### src/rtl/instr_fetch_unit_pkg.sv
// Shared definitions for the instruction fetch unit: widths, reset PC and FSM states.
package instr_fetch_unit_pkg;

    localparam int PC_W    = 32;
    localparam int INSTR_W = 32;
    localparam int CNT_W   = 16;

    localparam logic [PC_W-1:0] RESET_PC = '0;

    typedef enum logic [2:0] {
        IDLE   = 3'd0,
        FETCH  = 3'd1,
        HOLD   = 3'd2,
        FLUSH  = 3'd3,
        HALTED = 3'd4
    } ifu_state_e;

endpackage

### src/rtl/instr_fetch_unit_pc_register.sv
// Program counter: word-addressed, wraps at the top, a load (redirect) wins over an increment.
// pc_next exposes the value pc takes at the next edge so the fetch FSM can
// present the correct address in the same edge that updates pc.
module pc_register
    import instr_fetch_unit_pkg::*;
(
    input  logic            clk,
    input  logic            rst,
    input  logic            load,
    input  logic            incr,
    input  logic [PC_W-1:0] target,
    output logic [PC_W-1:0] pc,
    output logic [PC_W-1:0] pc_next
);

    // Next-PC selection: redirect target first, then sequential increment.
    always_comb begin
        pc_next = pc;
        if (load) begin
            pc_next = target;
        end else if (incr) begin
            pc_next = pc + PC_W'(1);
        end
    end

    // PC state register.
    always_ff @(posedge clk) begin
        if (rst) begin
            pc <= RESET_PC;
        end else begin
            pc <= pc_next;
        end
    end

endmodule

### src/rtl/instr_fetch_unit.sv
// Instruction fetch unit: requests words from instruction memory, holds each
// fetched instruction until decode takes it, and follows branch redirects.
module instr_fetch_unit
    import instr_fetch_unit_pkg::*;
(
    input  logic               clk,
    input  logic               rst,
    input  logic               redirect_valid,
    input  logic [PC_W-1:0]    pc_target,
    output logic               imem_req,
    output logic [PC_W-1:0]    imem_addr,
    input  logic               imem_ack,
    input  logic [INSTR_W-1:0] imem_rdata,
    output logic [INSTR_W-1:0] instr,
    output logic [PC_W-1:0]    instr_pc,
    output logic               instr_valid,
    input  logic               instr_ready,
    input  logic               stall,
    input  logic               halt,
    output logic               halted,
    output logic [CNT_W-1:0]   fetch_count
);

    ifu_state_e      state_reg;
    logic [PC_W-1:0] pc;
    logic [PC_W-1:0] pc_next;
    logic            pc_load;
    logic            pc_incr;
    logic            handoff;

    // Redirects are honoured everywhere except HALTED; the PC only advances on an
    // accepted fetch that is not being overridden by a redirect.
    always_comb begin
        pc_load = redirect_valid && (state_reg != HALTED);
        pc_incr = (state_reg == FETCH) && imem_ack && !redirect_valid;
        handoff = (state_reg == HOLD) && instr_valid && instr_ready && !stall;
    end

    pc_register u_pc_register (
        .clk     (clk),
        .rst     (rst),
        .load    (pc_load),
        .incr    (pc_incr),
        .target  (pc_target),
        .pc      (pc),
        .pc_next (pc_next)
    );

    // Fetch FSM with registered memory-side and consumer-side outputs.
    always_ff @(posedge clk) begin
        if (rst) begin
            state_reg   <= IDLE;
            imem_req    <= 1'b0;
            imem_addr   <= '0;
            instr       <= '0;
            instr_pc    <= '0;
            instr_valid <= 1'b0;
            halted      <= 1'b0;
            fetch_count <= '0;
        end else begin
            case (state_reg)
                IDLE: begin
                    state_reg   <= FETCH;
                    imem_req    <= 1'b1;
                    imem_addr   <= pc_next;
                    instr_valid <= 1'b0;
                end
                FETCH: begin
                    if (redirect_valid) begin
                        // Any data returned alongside a redirect belongs to the old path.
                        instr_valid <= 1'b0;
                        imem_addr   <= pc_next;
                        if (imem_ack) begin
                            state_reg <= FETCH;
                            imem_req  <= 1'b1;
                        end else begin
                            state_reg <= FLUSH;
                            imem_req  <= 1'b0;
                        end
                    end else if (imem_ack) begin
                        instr       <= imem_rdata;
                        instr_pc    <= pc;
                        instr_valid <= 1'b1;
                        imem_req    <= 1'b0;
                        state_reg   <= HOLD;
                    end
                end
                HOLD: begin
                    if (redirect_valid) begin
                        instr_valid <= 1'b0;
                        imem_req    <= 1'b1;
                        imem_addr   <= pc_next;
                        state_reg   <= FETCH;
                    end else if (handoff) begin
                        instr_valid <= 1'b0;
                        fetch_count <= fetch_count + CNT_W'(1);
                        if (halt) begin
                            state_reg <= HALTED;
                            halted    <= 1'b1;
                            imem_req  <= 1'b0;
                        end else begin
                            state_reg <= FETCH;
                            imem_req  <= 1'b1;
                            imem_addr <= pc_next;
                        end
                    end
                end
                FLUSH: begin
                    state_reg   <= FETCH;
                    imem_req    <= 1'b1;
                    imem_addr   <= pc_next;
                    instr_valid <= 1'b0;
                end
                HALTED: begin
                    imem_req <= 1'b0;
                    halted   <= 1'b1;
                end
                default: begin
                    state_reg <= IDLE;
                    imem_req  <= 1'b0;
                end
            endcase
        end
    end

endmodule

### config.mk
export PLATFORM = sky130hd
export DESIGN_NAME = instr_fetch_unit
export DESIGN_NICKNAME = d
export VERILOG_FILES = /design/src/rtl/instr_fetch_unit_pkg.sv /design/src/rtl/instr_fetch_unit_pc_register.sv /design/src/rtl/instr_fetch_unit.sv
export SDC_FILE = /design/constraint.sdc
export NUM_CORES = 1
export LEC_CHECK = 0
export CORE_ASPECT_RATIO = 0.5
export CORE_MARGIN = 8
export CORE_UTILIZATION = 47
export DETAILED_ROUTE_END_ITERATION = 7
export PLACE_DENSITY = 0.88
export SYNTH_ARGS = -nofsm -noshare
export SYNTH_HDL_FRONTEND = slang
export SYNTH_SLANG_ARGS = --single-unit
### constraint.sdc
create_clock -name clk -period 2.5 [get_ports clk]
set_input_delay 0.375 -clock clk [delete_from_list [all_inputs] [get_ports clk]]
set_output_delay 0.375 -clock clk [all_outputs]
set_load 0.03 [all_outputs]
==> impl_metrics.tcl <==
set metrics [dict create \
    status "finished, final reports clean" \
    syn_area_um2 6300 \
    ant_nets 0 \
    dr.pass1.iters 6 \
    synth_cells 763 \
    leakage_nw 3.09 \
    synth_mux_area_share_pct 0.795 \
    final_cell_area_um2 9040 \
    rsz0062_at_grt "false" \
    globalRouteTotalUtil_pct 22.6 \
    crit_path_end_kind "flop" \
    synth-compound-area-share_pct 16.9 \
    vias 6585 \
    post_dp_cell_area_um2 8450 \
    synth_top_family_by_area "simple AND/OR/NAND/NOR gates" \
    period_share_pct 94.9 \
    synth_commonest_cells "nand2_1, dfxtp_1, a21oi_1, nor2_1, clkbuf_1" \
    ios 186 \
    synth_area_leaders "dfxtp_1, nand2_1, a21oi_1" \
    tightest_slew_ns 0.632 \
    cts_buffers 17 \
    io_buffers 185 \
    drv_cap 0 \
    busiest_layer "met2" \
    drtIter0Drc 828 \
    grt_pass1_wl_um 32900 \
    dp_hpwl_um 14000 \
    path_cells "or4b_4, or4_1, buf_4, o21a_1, nor3_1, o41ai_1" \
    synth_area_leader_cell "dfxtp_1" \
    clk_latency_ns 0.42 \
    yosysSeqAreaShare_pct 47.7 \
    fin_tns_setup_ns 0 \
    max_clock_freq_ghz 0.422 \
    clock_sinks 150 \
    synthAdderAreaFrac_pct 0.397 \
    place_inst 1102 \
    ir_drop_mv 0.389 \
    syn_nets 836 \
    hold_buffers 0 \
    finClkSkew_ns 0.00880 \
    fill_cells 999 \
    path_clk_slew_ns 0.06 \
    first_global_vias 6319 \
    row_count 30 \
    clockBufferDepth 2 \
    crit_arrival_ns 2.65 \
    ctsRootBufferMaster "clkbuf_16" \
    synth_flop_cell "dfxtp_1" \
    p_total_mw 6.00 \
    antenna_found_initial 0 \
    gr-usage-met2_pct 36.8 \
    use_met3_pct 7.00 \
    initial_utilization_pct 47.2 \
    synth_seq_cells 150 \
    crit_slowest_cell "or4b_4" \
    holdWs_ns 0.453 \
    min-delay-path-class "reg -> reg" \
    multi_input_area_um2 3090 \
    slowest_delay_ns 0.51 \
    final-seq-area_um2 3000 \
    min_path_cells 2 \
    criticalPathCategory "reg -> reg" \
    synthDominantCellAreaShare_pct 47.7 \
    maxSlewHeadroom_pct 57.9 \
    synthMostInstantiatedCell "nand2_1" \
    yosysUniqueCellTypes 52 \
    drc 0 \
    fin_nets 1018 \
    fin_crit_ns 2.37 \
    avgSynthCellArea_um2 8.25 \
    required_ns 2.78 \
    diodes 0 \
    layout.cells.non_filler 1134 \
    yosys_warnings 0 \
    syn_to_final_growth_pct 43.5 \
    synth_simple_gate_area_share_pct 26.3 \
    die-area_um2 17600 \
    grt_max_degree 140 \
    cts_max_level 4 \
    drive_gt1_share_pct 8.35 \
    slew_violations 0 \
    grt-ovfl-total 0 \
    post-cts-setup-buffers 0 \
    hold_viol_final 0 \
    tritoncts "built" \
    core_um2 13300 \
    gr-usage-met1_pct 27.1 \
    fp.dieW_um 180 \
    setup_viol 0 \
    cp-start-kind "flop" \
    routed_via_density 5.81 \
    wl_um 20800 \
    path_max_fanout 9 \
    power_density_nw_per_um2 663 \
    routabilityCongestion 0.884 \
    synth_edf_count 0 \
    synthArstFlopShare_pct 0 \
    die_h_um 97.8 \
    wl_per_cell_um 18.3 \
    synthXorXnorAreaFrac_pct 4.17 \
    r2r_cells 6 \
]
==> critical path, delay by kind of cell (launching register included) <==
family	cells	cell delay [ns]
AOI/OAI and AO/OA	2	0.30
and+or+nand+nor	3	1.26
DFF	1	0.48
buffers and inverters	1	0.19
==> metrics by stage <==
step | utilization, % | worst slack, ns
final | 67.8 | 0.128
after global routing | 67.8 | 0.0300
after CTS | 67.8 | 0.123
after detailed placement | 63.4 | -0.207
after global placement | 63.4 | -0.168
after floorplan | - | 0.346
==> cell families after synthesis <==
family / Yosys count
AOI/OAI and AO/OA: 166
DFF: 150
muxes: 5
buffers and inverters: 61
xor gates and xnor gates: 30
adders and majority gates: 2
and+or+nand+nor: 349
==> routing by layer <==
layer,up-vias,share of wire (%)
met2,392,46
met3,64,9.6
li1,3076,-
met5,-,0
met4,0,3.0
met1,3053,41
==> what timing repair did <==
| action | CTS | global route |
|---|---|---|
| hold endpoints to repair | 0 | 0 |
| setup endpoints to repair | 0 | 2 |
| resized for setup | 0 | 1 |
==> final cells by class <==
cell class / count / share of cell area, %
Tap cell: 176 / 2.44
Sequential cell: 150 / 33.2
Clock inverter: 14 / 1.54
Timing Repair Buffer: 216 / 23.5
Multi-Input combinational cell: 552 / 34.1
Inverter: 8 / 0.332
Clock buffer: 18 / 4.86
==> path summary, 6_finish.rpt <==
| kind | from | endpoint | slack (ns) |
|---|---|---|---|
| max | state_reg[0] | imem_addr[12] | 0.13 |
| max reg2reg | state_reg[0] | imem_addr[12] | 0.13 |
| min | instr_pc[0] | instr_pc[0] | 0.45 |
| min reg2reg | instr_pc[0] | instr_pc[0] | 0.45 |
==> where the power goes <==
group	internal (mW)	leakage (nW)	total, mW	switching (mW)
combinational	0.372	1.58	0.844	0.472
clock	1.42	0.277	2.53	1.11
sequential	2.50	1.23	2.62	0.113
==> placed cells by master (no fill, tap or decap), types with 19 or more instances in the layout <==
cell,n
nor2_1,51
buf_4,29
nand2_1,153
xnor2_1,21
nand4_1,19
nand3_1,29
nor3_1,38
clkdlybuf4s50_1,184
dfxtp_1,150
a21oi_1,84
Note: power is estimated with default switching activity, not from simulation.
